===== config.mk =====
export PLATFORM = sky130hd
export DESIGN_NAME = dot11_tx_framer
export DESIGN_NICKNAME = d
export VERILOG_FILES = /design/src/rtl/dot11_tx_framer.sv
export SDC_FILE = /design/constraint.sdc
export NUM_CORES = 1
export LEC_CHECK = 0
export BUFFER_PORTS_ARGS = -buffer_cell sky130_fd_sc_hd__buf_2
export CORE_MARGIN = 2
export CORE_UTILIZATION = 65
export CTS_BUF_LIST = sky130_fd_sc_hd__clkbuf_2 sky130_fd_sc_hd__clkbuf_4 sky130_fd_sc_hd__clkbuf_8
export DETAILED_ROUTE_END_ITERATION = 10
export GPL_ROUTABILITY_DRIVEN = 0
export GPL_TIMING_DRIVEN = 1
export HOLD_SLACK_MARGIN = 0.02
export PLACE_DENSITY = 0.87
export REMOVE_ABC_BUFFERS = 1
export SYNTH_ARGS = -nofsm -noshare
export SYNTH_HDL_FRONTEND = slang
export SYNTH_SLANG_ARGS = --single-unit

===== constraint.sdc =====
create_clock -name s00_axi_aclk -period 4.59 [get_ports s00_axi_aclk]
set_input_delay 0 -clock s00_axi_aclk [delete_from_list [all_inputs] [get_ports s00_axi_aclk]]
set_output_delay 0 -clock s00_axi_aclk [all_outputs]
set_load 0.005 [all_outputs]

===== src/rtl/dot11_tx_framer.sv =====
// dot11_tx_framer
//   Frames one legacy PSDU for the OFDM TX chain. It emits the 24-bit SIGNAL
//   field as 3 bytes, then passes the MAC payload through, then appends the
//   4-byte CRC-32 FCS (reflected 0xEDB88320, init all-ones, final inversion).
//
// Ports
//   s00_axi_aclk     clock
//   s00_axi_aresetn  synchronous reset, active-low
//   pkt_start        1-cycle request; samples pkt_rate / pkt_len
//   pkt_rate[3:0]    SIGNAL rate bits (bit 3 must be set)
//   pkt_len          PSDU length in bytes including FCS (>= 5)
//   busy             high from accepted start through the done cycle
//   start_err        1-cycle pulse when a start request is rejected
//   byte_in*         payload byte stream from the TX buffer (valid/ready)
//   byte_out*        framed byte stream to the scrambler (valid/ready)
//   byte_out_is_sig  marks byte_out as a SIGNAL byte
//   tx_done          1-cycle pulse after the last FCS byte transfers
module dot11_tx_framer #(
  parameter int LEN_WIDTH = 12
) (
  input  logic                 s00_axi_aclk,
  input  logic                 s00_axi_aresetn,
  input  logic                 pkt_start,
  input  logic [3:0]           pkt_rate,
  input  logic [LEN_WIDTH-1:0] pkt_len,
  output logic                 busy,
  output logic                 start_err,
  input  logic [7:0]           byte_in,
  input  logic                 byte_in_valid,
  output logic                 byte_in_ready,
  output logic [7:0]           byte_out,
  output logic                 byte_out_valid,
  input  logic                 byte_out_ready,
  output logic                 byte_out_is_sig,
  output logic                 tx_done
);

  localparam logic [2:0] ST_IDLE    = 3'd0;
  localparam logic [2:0] ST_SIG     = 3'd1;
  localparam logic [2:0] ST_PAYLOAD = 3'd2;
  localparam logic [2:0] ST_FCS     = 3'd3;
  localparam logic [2:0] ST_DONE    = 3'd4;

  localparam logic [31:0] CRC_INIT = 32'hFFFF_FFFF;
  localparam logic [31:0] CRC_POLY = 32'hEDB8_8320;

  logic [2:0]           state;
  logic [23:0]          sig_word;
  logic [1:0]           sig_idx;
  logic [2:0]           fcs_idx;
  logic [LEN_WIDTH-1:0] remaining;
  logic [31:0]          crc;

  // output register stage
  logic [7:0]           data_p1;
  logic                 vld_p1;
  logic                 is_sig_p1;

  logic                 busy_r;
  logic                 start_err_r;
  logic                 tx_done_r;

  logic                 ld;
  logic                 in_xfer;
  logic                 start_ok;
  logic [23:0]          sig_new;
  logic [31:0]          fcs_word;

  function automatic logic [23:0] build_sig(input logic [3:0]           rate,
                                            input logic [LEN_WIDTH-1:0] len);
    logic [23:0] s;
    s        = '0;
    s[3:0]   = rate;
    s[16:5]  = 12'(len);
    s[17]    = ^s[16:0];
    return s;
  endfunction

  // One byte of the LSB-first reflected CRC-32.
  function automatic logic [31:0] crc32_byte(input logic [31:0] c_in,
                                             input logic [7:0]  d);
    logic [31:0] c;
    c = c_in;
    for (int i = 0; i < 8; i++) begin
      if (c[0] ^ d[i]) c = (c >> 1) ^ CRC_POLY;
      else             c = c >> 1;
    end
    return c;
  endfunction

  // The output slot can take a new byte when empty or draining this cycle.
  assign ld            = ~vld_p1 | byte_out_ready;
  assign byte_in_ready = (state == ST_PAYLOAD) & ld & (remaining != '0);
  assign in_xfer       = byte_in_valid & byte_in_ready;
  assign start_ok      = pkt_rate[3] & (pkt_len >= LEN_WIDTH'(5));
  assign sig_new       = build_sig(pkt_rate, pkt_len);
  assign fcs_word      = ~crc;

  always_ff @(posedge s00_axi_aclk) begin
    if (!s00_axi_aresetn) begin
      state       <= ST_IDLE;
      sig_word    <= '0;
      sig_idx     <= '0;
      fcs_idx     <= '0;
      remaining   <= '0;
      crc         <= CRC_INIT;
      data_p1     <= '0;
      vld_p1      <= 1'b0;
      is_sig_p1   <= 1'b0;
      busy_r      <= 1'b0;
      start_err_r <= 1'b0;
      tx_done_r   <= 1'b0;
    end else begin
      start_err_r <= 1'b0;
      tx_done_r   <= 1'b0;
      // A transferred byte leaves the slot empty unless a new one is loaded below.
      if (ld) vld_p1 <= 1'b0;

      case (state)
        ST_IDLE: begin
          if (pkt_start) begin
            if (start_ok) begin
              // First SIGNAL byte goes straight into the output register so it
              // is valid the cycle after the start request.
              sig_word  <= sig_new;
              remaining <= pkt_len - LEN_WIDTH'(4);
              busy_r    <= 1'b1;
              data_p1   <= sig_new[7:0];
              is_sig_p1 <= 1'b1;
              vld_p1    <= 1'b1;
              sig_idx   <= 2'd1;
              state     <= ST_SIG;
            end else begin
              start_err_r <= 1'b1;
            end
          end
        end

        ST_SIG: begin
          if (ld) begin
            data_p1   <= sig_word[{sig_idx, 3'b000} +: 8];
            is_sig_p1 <= 1'b1;
            vld_p1    <= 1'b1;
            if (sig_idx == 2'd2) state <= ST_PAYLOAD;
            else                 sig_idx <= sig_idx + 2'd1;
          end
        end

        ST_PAYLOAD: begin
          if (in_xfer) begin
            data_p1   <= byte_in;
            is_sig_p1 <= 1'b0;
            vld_p1    <= 1'b1;
            crc       <= crc32_byte(crc, byte_in);
            remaining <= remaining - LEN_WIDTH'(1);
            if (remaining == LEN_WIDTH'(1)) begin
              fcs_idx <= '0;
              state   <= ST_FCS;
            end
          end
        end

        ST_FCS: begin
          if (ld) begin
            // fcs_idx==4: all four bytes loaded and the last one is transferring now.
            if (fcs_idx == 3'd4) begin
              tx_done_r <= 1'b1;
              state     <= ST_DONE;
            end else begin
              data_p1   <= fcs_word[{fcs_idx[1:0], 3'b000} +: 8];
              is_sig_p1 <= 1'b0;
              vld_p1    <= 1'b1;
              fcs_idx   <= fcs_idx + 3'd1;
            end
          end
        end

        ST_DONE: begin
          busy_r <= 1'b0;
          crc    <= CRC_INIT;
          state  <= ST_IDLE;
        end

        default: state <= ST_IDLE;
      endcase
    end
  end

  assign byte_out        = data_p1;
  assign byte_out_valid  = vld_p1;
  assign byte_out_is_sig = is_sig_p1;
  assign busy            = busy_r;
  assign start_err       = start_err_r;
  assign tx_done         = tx_done_r;

endmodule

; ---- Word-level counts from Yosys, hierarchy flattened
; Index checks and enable logic that the tools add are counted.
[classes]
n_reduce_logical = 19
eq_ne = 17
magnitude_cmp = 1
mux = 79
shifts = 2
add_sub_neg = 4
bitwise = 23
[op_table]
columns = operator, n
row1 = $mux 32, 30
row2 = $not 13->14, 8
row3 = $pmux 32 s2, 1
row4 = $mux 8, 6
row5 = $mux 12, 3
row6 = $mux 3, 12
row7 = $not 32->32, 1
row8 = $pmux 8 s4, 1
row9 = $shiftx 32x6->8, 1
row10 = $pmux 12 s2, 1
row11 = $shiftx 24x6->8, 1
row12 = $ne 2x2->1 const B, 9
row13 = $reduce_xor 17->1, 1
row14 = $mux 1, 15
row15 = $eq 12x1->1 const B, 1
row16 = $ge 12x3->1 const B, 1
row17 = $pmux 3 s4, 1
row18 = $reduce_and 3->1, 4
row19 = $reduce_bool 12->1, 1
row20 = $sub 12x1->12 const B, 1
row21 = $sub 12x3->12 const B, 1
row22 = $reduce_and 5->1, 2
row23 = $reduce_bool 2->1, 5
row24 = $mux 2, 4
row25 = 21 further kinds, 34
[totals]
word_cells = 157
out_inout_bits = 14
inputBits = 29
register_bits = 82

; ---- Logic depth before layout (Yosys ltp)
; Gate-level depths: netlist (run 1).
[depth]
depth_word = 42
depth_mapped = 10
mapped_depth_nobuf = 8

; ---- Least setup slack after synthesis (run 1)
; Ideal clock, no wire load.
[synth_path]
kind = register to register
startpoint = register fcs_idx[1]
endpoint = register data_p1[4] (netlist: byte_out[4])
arrival_time_ps = 1716
path_stages_with_launch = 11
synth_period_minus_slack_ps = 1839
setup_ps = 122
n_path_buf = 2
t_required_ps = 4468
slack_ps = 2751
cell_sequence = dfxtp_1 clkbuf_1 inv_1 ha_1 nand2_1 nand2_1 o21ai_0 o211ai_2 buf_2 nand3_1 o21ai_0
[synth_between]
elab_chain_cells = 4
elab_cells_between_ends = 7
cone_classes = eq/ne: 2 / shift: 1 / mux: 3 / reduce/logical: 1
[synth_rtl]
columns = element, line_no
row1 = "start, declared", 50  ; logic [2:0] fcs_idx;
row2 = "start signal, assigned", 173  ; fcs_idx <= fcs_idx + 3'd1;
row3 = $shiftx 32x6->8, 170  ; data_p1 <= fcs_word[{fcs_idx[1:0], 3'b000} +: 8];
row4 = $mux 8, 166  ; if (fcs_idx == 3'd4) begin
row5 = $mux 8, 164  ; if (ld) begin
row6 = $pmux 8 s4, 119  ; case (state)
row7 = "end signal, assigned", 128  ; data_p1 <= sig_new[7:0];
row8 = "end signal, assigned", 141  ; data_p1 <= sig_word[{sig_idx, 3'b000} +: 8];
row9 = "end signal, assigned", 170
row10 = "end, declared", 55  ; logic [7:0] data_p1;
; Several ways; a longest one is shown, not always the timed one. The select of a mux whose other input is x is not followed.
; A chain may end at the register's enable or synchronous reset.

; ---- Worst setup path in the final report (run 1)
[layout_path]
startpoint = input pkt_len[3]
endpoint = register remaining[11]
[layout_between]
elab_chain_cells = 4
elab_cells_between_ends = 8
cone_classes = add/sub: 1 / order compare: 1 / eq/ne: 1 / mux: 3 / bitwise: 1 / reduce/logical: 1
[layout_rtl]
columns = element, line_no
row1 = "start, declared", 25  ; input logic [LEN_WIDTH-1:0] pkt_len,
row2 = $sub 12x3->12 or $ge 12x3->1 (tied branches), "126, 95"
row3 = $mux 12 or $and 1x1->1 (tied branches), "122, 95"
row4 = $mux 12 or $ne 2x2->1 (tied branches), -
row5 = $pmux 12 s2 or $reduce_and 4->1 (tied branches), -
row6 = "end signal, assigned", 126  ; remaining <= pkt_len - LEN_WIDTH'(4);
row7 = "end signal, assigned", 155  ; remaining <= remaining - LEN_WIDTH'(1);
row8 = "end, declared", 51  ; logic [LEN_WIDTH-1:0] remaining;
; Several ways; a longest one is shown, not always the timed one. The select of a mux whose other input is x is not followed.

==> metrics.txt, run 1 <==
fmax=405 MHz; fin. max-slew vios=0; WL final=13000 um; startpoint types=primary input; fin cells=734; ys async rst share=0%; clock root cell=clkbuf_8; pwr dens=530 mW/mm2; total grt overflow=0; slew margin rel.=15.9%; Vias=4589; Worst-path clk slew=90 ps; complex-gate fraction of the synthesized area=18.7%; commonest cells in the netlist=92 x nand2_1, 82 x dfxtp_1, 46 x xnor2_1; cell taking the most area after synthesis=dfxtp_1; Core Box Area=0.00769 mm2; Setup TNS Final=0 ps; mux cell area share after synthesis=5.76%; PostCTS Resize Cnt=0; status=completed; slack of the critical path=2120 ps; Sink Count=82; crit path DAT=2770 ps; met3 Usage GRT=5.86%; vias per inst=6.25; register area=0.00164 mm2; I/O pins=43; Clock Path Buffers=2; maximum VDD drop=0.000266 V; Least-Margin Pin Slew=1260 ps; Synth top area share=32.0%; Synth Area in XOR/XNOR=19.4%; clock skew=8.50 ps; Syn. warnings=0; Synth area leaders=dfxtp_1 32%, xnor2_1 7.9%, nand2_1 6.7%; fraction of layout cells with a size suffix above 1=15.2%; first-pass GRT wire length=21000 um; H-Tree Level Count=3; Initial DRC Count=393; Pleak=0.00229 uW; Inst Count DP=702; Final Cycle Share=53.8%; Post-DRT Antenna Nets=0; dpl ws=2180 ps; RSZ-0062 raised after global routing=false; Post-synth EDFFs=0; die height=92.8 um; Post-Route Utilization=74.4%; gr usage total=30.9%; initial core utilization=66.7%; initial antenna violation count=0; synthesized area per cell=8.75 um2; CP max FO=22; CTS tree=done; post-synth cell types=62; # fillers=536; Hold Path Class=in -> reg; # rows=32; Setup violations, final=0; maximum capacitance violations=0; vias in the first global route=4302; count leader, synth=nand2_1; Final min period=2470 ps; number of port buffers=42; Post-synth top flop=dfxtp_1; synthesized instance count=586; simple-gate share of the synthesized area=16.4%; Hold Vio Cnt, Final=0; met2 Use GR=50.0%; Worst EP required=4890 ps; net count reported at finish=670; Avg WL per Cell=17.7 um; Synth-to-Final Area Change=11.5%; largest net degree at the start of global routing=63; Die Width=92.8 um; register area share after synthesis=32.0%; Top Usage Layer GRT=met2; multi-input logic area=0.00327 mm2; Setup crit end kind=flop; cell area after synthesis=0.00513 mm2; Seq cells post-synth=82; grt met1 use=41.8%; total CTS buffers=9; # DRC=0; largest family of logic cells by synthesized area=XOR/XNOR gates; post-synthesis adder-cell area fraction=3.42%; Setup Crit Path Kind=in -> reg; clock latency on the worst-skew pair=360 ps; Ant. Diodes=0; Initial DRT Pass Iterations=5; Die Area=0.00861 mm2; dpl hpwl=8910 um
[state kept, by name, summed over array words and instances (netlist names), 2 cells and up]
name and count:
sig_word 17, fcs_idx 3, sig_idx 2, state 3, remaining 12, crc 32, byte_out 8
[layout make-up]
class / instances / share of cell area, %
clock inverters: 4 / 0.854
well taps: 102 / 2.23
clock buffers: 12 / 2.89
inverters: 21 / 1.38
repair buffers: 60 / 6.74
flip-flops and latches: 82 / 28.7
multi-input cells: 453 / 57.2
[critical path, stage by stage]
cell and delay [ps]:
dlygate4sd3_1 530, buf_2 140, inv_1 130, ha_1 160, o21ai_1 70, a41oi_2 350, and3_1 790, o21ai_0 260
a21oi_1 210, o31a_1 120
[path summary, 6_finish.rpt]
check                            start                    endpoint  slack [ps]  cells past startpoint
max                         pkt_len[3]  remaining[11]$_SDFFE_PN0P_        2120                     10
min                    s00_axi_aresetn        crc[22]$_SDFFE_PN1P_          70                      2
max reg2reg  remaining[2]$_SDFFE_PN0P_  remaining[11]$_SDFFE_PN0P_        2120                      6
min reg2reg   sig_word[5]$_SDFFE_PN0P_    sig_word[5]$_SDFFE_PN0P_         470                      2
[cells in the final DEF (no fill, tap or decap), types with 3 or more instances in the layout]
cell type      synthesis  routed
o21ai_1                4       4
o21a_1                 3       3
mux2i_1               10      10
xor2_1                27      27
nand2_1               92      92
a211oi_1               4       4
nand2b_1               7       7
buf_2                  6      42
xnor2_1               46      46
xnor2_2                8       8
nor4_1                 3       3
a211o_1                4       4
nand3_1               19      19
clkbuf_8               0      12
a21boi_0               3       3
nor2_1                30      29
inv_1                 21      21
nor3_1                12      12
o21ai_0               27      27
a21oi_1               38      38
dfxtp_1               82      82
o221ai_1               6       6
ha_1                  14      14
nand4_1                3       3
o211ai_1              29      29
xnor2_4                7       7
mux4_2                 7       7
a22oi_1                6       6
and2_1                 5       5
dlygate4sd3_1          0      16
[power breakdown]
part	internal, uW	total, uW	switching (uW)
sequential	844	994	150
combinational	622	1480	855
clock	295	559	264
total	1760	3030	1270
[logic make-up after synthesis]
family	Yosys count
AND/OR/NAND/NOR	186
XOR/XNOR	90
AO/OA/AOI/OAI	144
flip-flops	82
adder cells (fa/ha/maj)	14
multiplexers	19
buffers and inverters	51
[what timing repair did]
item,4_1_cts,5_1_grt
buffers inserted,0,0
endpoints found under the hold margin,17,0
endpoints found under the setup margin,0,0
hold buffers,16,0
[layer usage]
layer | part of all wire (%) | wire length, um
met1 | 43 | 5520
met2 | 47 | 6100
met3 | 7.9 | 1020
met4 | 2.5 | 326
met5 | 0 | 0
[stage by stage]
stage	power (uW)	area [um2]	hold slack, ps
global route	3200	5720	115
detailed placement	2420	5340	281
CTS	2990	5720	55.4
global placement	2380	5340	275
floorplan	2090	4990	80.0
finish	3030	5720	66.5
(Power assumes the default switching activity.)
==> run 2, diff against run 1 <==
- ABC_AREA: not set -> 1
- CORE_UTILIZATION: 65 -> 63
- PLACE_DENSITY: 0.87 -> 0.84
- clock period: 4.59 -> 2.3 ns (I/O delays scaled with it)
==> metrics.txt, run 2 <==
status=completed (unchanged); Worst EP required=2560 ps (was 4890 ps); first-pass GRT wire length=27600 um (was 21000 um); Pint=3730 uW (was 1760 uW); met3 Usage GRT=5.92% (was 5.86%); Ant. Diodes=0 (unchanged); Pleak=0.00337 uW (was 0.00229 uW); Setup violations, final=0 (unchanged); # DRC=0 (unchanged); gr usage total=34.8% (was 30.9%); crit path DAT=2340 ps (was 2770 ps); grt met1 use=43.9% (was 41.8%); Synth area leaders=dfxtp_1 28%, nand2_1 20%, nand3_1 7.1% (was dfxtp_1 32%, xnor2_1 7.9%, nand2_1 6.7%); # rows=35 (was 32); cell area after synthesis=0.00582 mm2 (was 0.00513 mm2); number of port buffers=42 (unchanged); startpoint types=flop (was primary input); Least-Margin Pin Slew=487 ps (was 1260 ps); H-Tree Level Count=3 (unchanged); count leader, synth=nand2_1 (unchanged); vias per inst=5.60 (was 6.25); fin. max-slew vios=0 (unchanged); post-synth cell types=38 (was 62); combinational power share=57.2% (was 48.7%); Avg WL per Cell=15.1 um (was 17.7 um); Clock Path Buffers=2 (unchanged); clock latency on the worst-skew pair=360 ps (about the same); clock skew=10.0 ps (was 8.50 ps); met2 Use GR=59.5% (was 50.0%); vias in the first global route=5736 (was 4302); Initial DRC Count=424 (was 393); Initial DRT Pass Iterations=5 (unchanged); Post-synth top flop=dfxtp_1 (unchanged); Top reg by flops=crc (unchanged); ys async rst share=0% (unchanged); Setup crit end kind=flop (unchanged); Hold Path Class=in -> reg (unchanged); Setup Crit Path Kind=reg -> reg (was in -> reg); maximum VDD drop=0.000842 V (was 0.000266 V); clock root cell=clkbuf_8 (unchanged); Hold Vio Cnt, Final=0 (unchanged); fin cells=1124 (was 734); most common cell after layout, fill and taps aside=nand2_1 (unchanged); Vias=6291 (was 4589); final instance area=0.00654 mm2 (was 0.00572 mm2); CTS tree=done (unchanged); synthesized instance count=951 (was 586); maximum capacitance violations=0 (unchanged); Post-synth EDFFs=0 (unchanged); Core Box Area=0.00911 mm2 (was 0.00769 mm2); Cell Area, Placed=0.00618 mm2 (was 0.00534 mm2); Post-Route Utilization=71.8% (was 74.4%); Synth top area share=28.2% (was 32.0%); cell taking the most area after synthesis=dfxtp_1 (unchanged); initial core utilization=63.9% (was 66.7%); Top Registers=crc x32, sig_word x17, remaining x12 (unchanged); NetSw=3530 uW (was 1270 uW); Worst-path clk slew=90 ps (about the same); # fillers=792 (was 536); Final min period=2080 ps; commonest cells in the netlist=314 x nand2_1, 107 x inv_1, 82 x dfxtp_1, 82 x nand3_1, 82 x o21ai_0 (was 92 x nand2_1, 82 x dfxtp_1, 46 x xnor2_1); synthesized area per cell=6.12 um2 (was 8.75 um2); largest net degree at the start of global routing=36 (was 63); clock group share of total power=14.5% (was 18.5%); fraction of layout cells with a size suffix above 1=10.1% (was 15.2%); total CTS buffers=9 (unchanged); sequential power share=28.3% (was 32.8%); Syn. warnings=0 (unchanged); I/O pins=43 (unchanged); max reg flops=32 (unchanged); CP max FO=20 (was 22); dpl hpwl=12200 um (was 8910 um); register area share after synthesis=28.2% (was 32.0%); die height=100 um (was 92.8 um); fmax=482 MHz; total grt overflow=0 (unchanged); slew margin rel.=67.3% (was 15.9%); initial antenna violation count=0 (unchanged); Top Usage Layer GRT=met2 (unchanged); Sink Count=82 (unchanged); WL final=17000 um (was 13000 um); Final Cycle Share=90.2%; pwr dens=1110 mW/mm2 (was 530 mW/mm2); sw frac=48.6% (was 41.9%); Post-DRT Antenna Nets=0 (unchanged); Die Area=0.0100 mm2 (was 0.00861 mm2); Synth-to-Final Area Change=12.3% (was 11.5%); net count reported at finish=1052 (was 670); Die Width=100 um (was 92.8 um); most frequent cells in the layout=314 x nand2_1, 106 x inv_1, 82 x o21ai_0, 82 x dfxtp_1, 81 x nand3_1 (was 92 x nand2_1, 82 x dfxtp_1, 46 x xnor2_1); Inst Count DP=1094 (was 702); Seq cells post-synth=82 (unchanged); RSZ-0062 raised after global routing=false (unchanged)
-- run 2: through the flow --
step / setup WS, ps / setup TNS (ps) / power (uW) / hold WS (ps)
detailed placement: 217 / 0 / 6090 / 306
CTS: 173 / 0 / 7180 / 20.1
global route: 39.8 / 0 / 7880 / 103
floorplan: -140 / -772 / 4960 / 84.1
finish: 225 / 0 / 7270 / 36.0
global placement: 274 / 0 / 6000 / 298
-- run 2: what timing repair did --
| item | 4_1_cts | 5_1_grt |
|---|---|---|
| setup endpoints to repair | 0 | 8 |
| setup buffers | 0 | 0 |
| gates resized for setup | 0 | 3 |
| hold endpoints to repair | 15 | 0 |
| hold buffers | 15 | 0 |
-- run 2: path summary, 6_finish.rpt --
check	start	end	slack, ps	cells after the start
max reg2reg	remaining[0]$_SDFFE_PN0P_	crc[17]$_SDFFE_PN1P_	220	13
max	remaining[0]$_SDFFE_PN0P_	crc[17]$_SDFFE_PN1P_	220	13
min reg2reg	sig_word[14]$_SDFFE_PN0P_	sig_word[14]$_SDFFE_PN0P_	460	2
min	pkt_len[5]	sig_word[10]$_SDFFE_PN0P_	40	3
-- run 2: worst max-delay path: stages (launching register included) --
cell        delay [ps]
dfxtp_1            400
inv_1              100
ha_1               200
nand2_1             60
nor2_1              40
nand2_1             70
nand3_1            110
buf_4              240
nand2_8            160
clkinvlp_4         290
nand2_1            140
nand2_1             50
inv_1               60
nand2_1             50
-- run 2: cells by family after synthesis --
family	share of synthesized area, %
xor+xnor	7.83
simple gates	35.8
buf+inv	9.70
fa+ha+maj	3.01
compound gates	15.5
flops	28.2
-- run 2: metal layers --
| layer | up-vias | wire [um] |
|---|---|---|
| met5 | - | 0 |
| met4 | 0 | 615 |
| met3 | 57 | 1550 |
| met2 | 309 | 8020 |
| met1 | 2763 | 6830 |
| li1 | 3162 | - |
-- run 2: layout make-up --
class                   count  area, um2  share of cell area, %
clock buffers              10        131                   2.01
clock inverters             5       56.3                  0.861
inverters                 114        432                   6.60
multi-input cells         725       3630                   55.5
flip-flops and latches     82       1640                   25.1
well taps                 111        139                   2.12
repair buffers             77        510                   7.81
-- run 2: power by group through the flow --
stage | Sequential, uW | Clock, uW | Combinational [uW]
CTS | 2050 | 1070 | 4070
global placement | 2070 | 0 | 3930
detailed placement | 2070 | 0 | 4020
global route | 2100 | 1120 | 4660
finish | 2060 | 1060 | 4160
floorplan | 2090 | 0 | 2870
==> run 3, diff against run 2 <==
- CORE_ASPECT_RATIO: not set -> 1.1
==> metrics.txt, run 3 (synthesis gave the netlist of run 2 again) <==
Top reg by flops=crc (unchanged); die height=105 um (was 100 um); Top Registers=crc x32, sig_word x17, remaining x12 (unchanged); Final Cycle Share=89.3% (was 90.2%); first-pass GRT wire length=26100 um (was 27600 um); clock root cell=clkbuf_8 (unchanged); vias in the first global route=5609 (was 5736); crit path cell chain=dlygate4sd3_1, buf_2, inv_1, ha_1, inv_1, nor2_1, nor2_1, nand2_1, nand4_2, clkinvlp_4, nand2_1, a21oi_1, dlygate4sd3_1 (was inv_1, ha_1, nand2_1, nor2_1, nand2_1, nand3_1, buf_4, nand2_8, clkinvlp_4, nand2_1, nand2_1, inv_1, nand2_1); Hold Crit Start=s00_axi_aresetn (was pkt_len[5]); total grt overflow=0 (unchanged); most frequent cells in the layout=314 x nand2_1, 106 x inv_1, 82 x o21ai_0, 82 x nand3_1, 82 x dfxtp_1 (was 314 x nand2_1, 106 x inv_1, 82 x o21ai_0, 82 x dfxtp_1, 81 x nand3_1); CP max FO=17 (was 20); Worst Reg-to-Reg Cells=12 (was 13); startpoint types=primary input (was flop); Ant. Diodes=0 (unchanged); Sink Count=82 (unchanged); sequential power share=28.4% (was 28.3%); Hold Path End=sig_word[6]$_SDFFE_PN0P_ (was sig_word[10]$_SDFFE_PN0P_); sw frac=47.6% (was 48.6%); Max stage delay on crit path=560 ps (was 400 ps); Setup Crit Path Kind=in -> reg (was reg -> reg); maximum capacitance violations=0 (unchanged); dpl hpwl=12000 um (was 12200 um); Worst-path clk slew=90 ps (about the same); WL final=16200 um (was 17000 um); Synth-to-Final Area Change=13.1% (was 12.3%); Initial DRT Pass Iterations=5 (unchanged); slew margin rel.=64.5% (was 67.3%); # rows=36 (was 35); WP depth=13 (unchanged); Vias=6236 (was 6291); clock group share of total power=14.9% (was 14.5%); Tot Pwr=7260 uW (was 7270 uW); fraction of layout cells with a size suffix above 1=10.3% (was 10.1%); Slowest-stage cell, CP=dlygate4sd3_1 (was dfxtp_1); Hold Vio Cnt, Final=0 (unchanged); max reg flops=32 (unchanged); Setup TNS Final=0 ps (unchanged); Initial DRC Count=355 (was 424); Hold Path Class=in -> reg (unchanged); gr usage total=33.3% (was 34.8%); CTS tree=done (unchanged); Setup violations, final=0 (unchanged); number of port buffers=42 (unchanged); most common cell after layout, fill and taps aside=nand2_1 (unchanged); Setup crit end kind=flop (unchanged); initial antenna violation count=0 (unchanged); Die Area=0.0100 mm2 (about the same); CP top delay family=buffers and inverters (unchanged); RSZ-0062 raised after global routing=false (unchanged); # DRC=0 (unchanged); combinational power share=56.7% (was 57.2%); R2R Path Start=state[1]$_SDFFE_PN0P_ (was remaining[0]$_SDFFE_PN0P_); Final min period=2050 ps (was 2080 ps); crit path DAT=2370 ps (was 2340 ps); net count reported at finish=1058 (was 1052); largest net degree at the start of global routing=36 (unchanged); clock latency on the worst-skew pair=370 ps (was 360 ps); hold-critical path depth=3 (unchanged); status=completed (unchanged); total CTS buffers=9 (unchanged); fin. max-slew vios=0 (unchanged); initial core utilization=65.2% (was 63.9%); CP bufs+invs=6 (was 4); Clock Path Buffers=2 (unchanged); Pint=3800 uW (was 3730 uW); I/O pins=43 (unchanged); Die Width=95.6 um (was 100 um); maximum VDD drop=0.000811 V (was 0.000842 V); Core Box Area=0.00892 mm2 (was 0.00911 mm2); Avg WL per Cell=14.3 um (was 15.1 um); R2R setup slack=270 ps (was 220 ps); reg-to-reg critical path endpoint=crc[17]$_SDFFE_PN1P_ (unchanged); Pleak=0.00339 uW (was 0.00337 uW); Inst Count DP=1101 (was 1094); Post-DRT Antenna Nets=0 (unchanged); H-Tree Level Count=3 (unchanged); Worst EP required=2620 ps (was 2560 ps); NetSw=3460 uW (was 3530 uW); pwr dens=1100 mW/mm2 (was 1110 mW/mm2); fin cells=1133 (was 1124); Least-Margin Pin Slew=526 ps (was 487 ps); vias per inst=5.50 (was 5.60); clock skew=13.0 ps (was 10.0 ps); fmax=487 MHz (was 482 MHz)
## run 3: layout make-up
class / instances / area [um2]
fill: 784 / 2340
clock buffer: 12 / 153
inverter: 114 / 432
tap: 114 / 143
clock inverter: 3 / 40.0
timing repair buffer: 83 / 561
multi-input combinational: 725 / 3610
sequential: 82 / 1640
## run 3: through the flow
stage          hold WS [ps]  cell area (um2)  utilization, %  worst slack (ps)
6_report               30.3             6580            73.8               246
4_1_cts                20.5             6580            73.8               134
5_1_grt                43.2             6580            73.8              66.4
3_3_place_gp            294             6220            69.7               367
2_1_floorplan          84.1             5680               -              -140
3_5_place_dp            296             6220            69.7               301
## run 3: worst max-delay path by stage
| stage | slack (ps) | startpoint | end |
|---|---|---|---|
| global route | 70 | state[1]$_SDFFE_PN0P_ | crc[17]$_SDFFE_PN1P_ |
| detailed placement | 300 | state[1]$_SDFFE_PN0P_ | crc[24]$_SDFFE_PN1P_ |
| floorplan | -140 | state[1]$_SDFFE_PN0P_ | remaining[4]$_SDFFE_PN0P_ |
| finish | 250 | pkt_len[3] | sig_word[0]$_SDFFE_PN0P_ |
| global placement | 370 | state[1]$_SDFFE_PN0P_ | crc[21]$_SDFFE_PN1P_ |
| CTS | 130 | pkt_len[3] | sig_word[0]$_SDFFE_PN0P_ |
## run 3: what timing repair did
action                     CTS  global route
resized for setup            0             1
hold endpoints to repair    16             0
buffers inserted             0             0
setup endpoints to repair    0             1
hold buffers                17             0
## run 3: power groups by stage
stage	registers, uW	logic [uW]	clock network, uW
final	2060	4120	1080
after global routing	2100	4650	1140
after CTS	2050	4060	1080
after detailed placement	2080	4000	0
after global placement	2070	3960	0
after floorplan	2090	2870	0
## run 3: per-layer routing
layer / part of all wire (%) / vias to the layer above / track usage, %
li1: - / 3168 / -
met1: 41 / 2792 / 38.5
met2: 48 / 218 / 57.6
met3: 5.6 / 58 / 3.32
met4: 5.6 / 0 / 20.1
met5: 0 / - / 0
## run 3: worst min-delay path, cell delays in order
cell and delay, ps:
buf_2 110, clkinv_1 180, a21oi_1 60
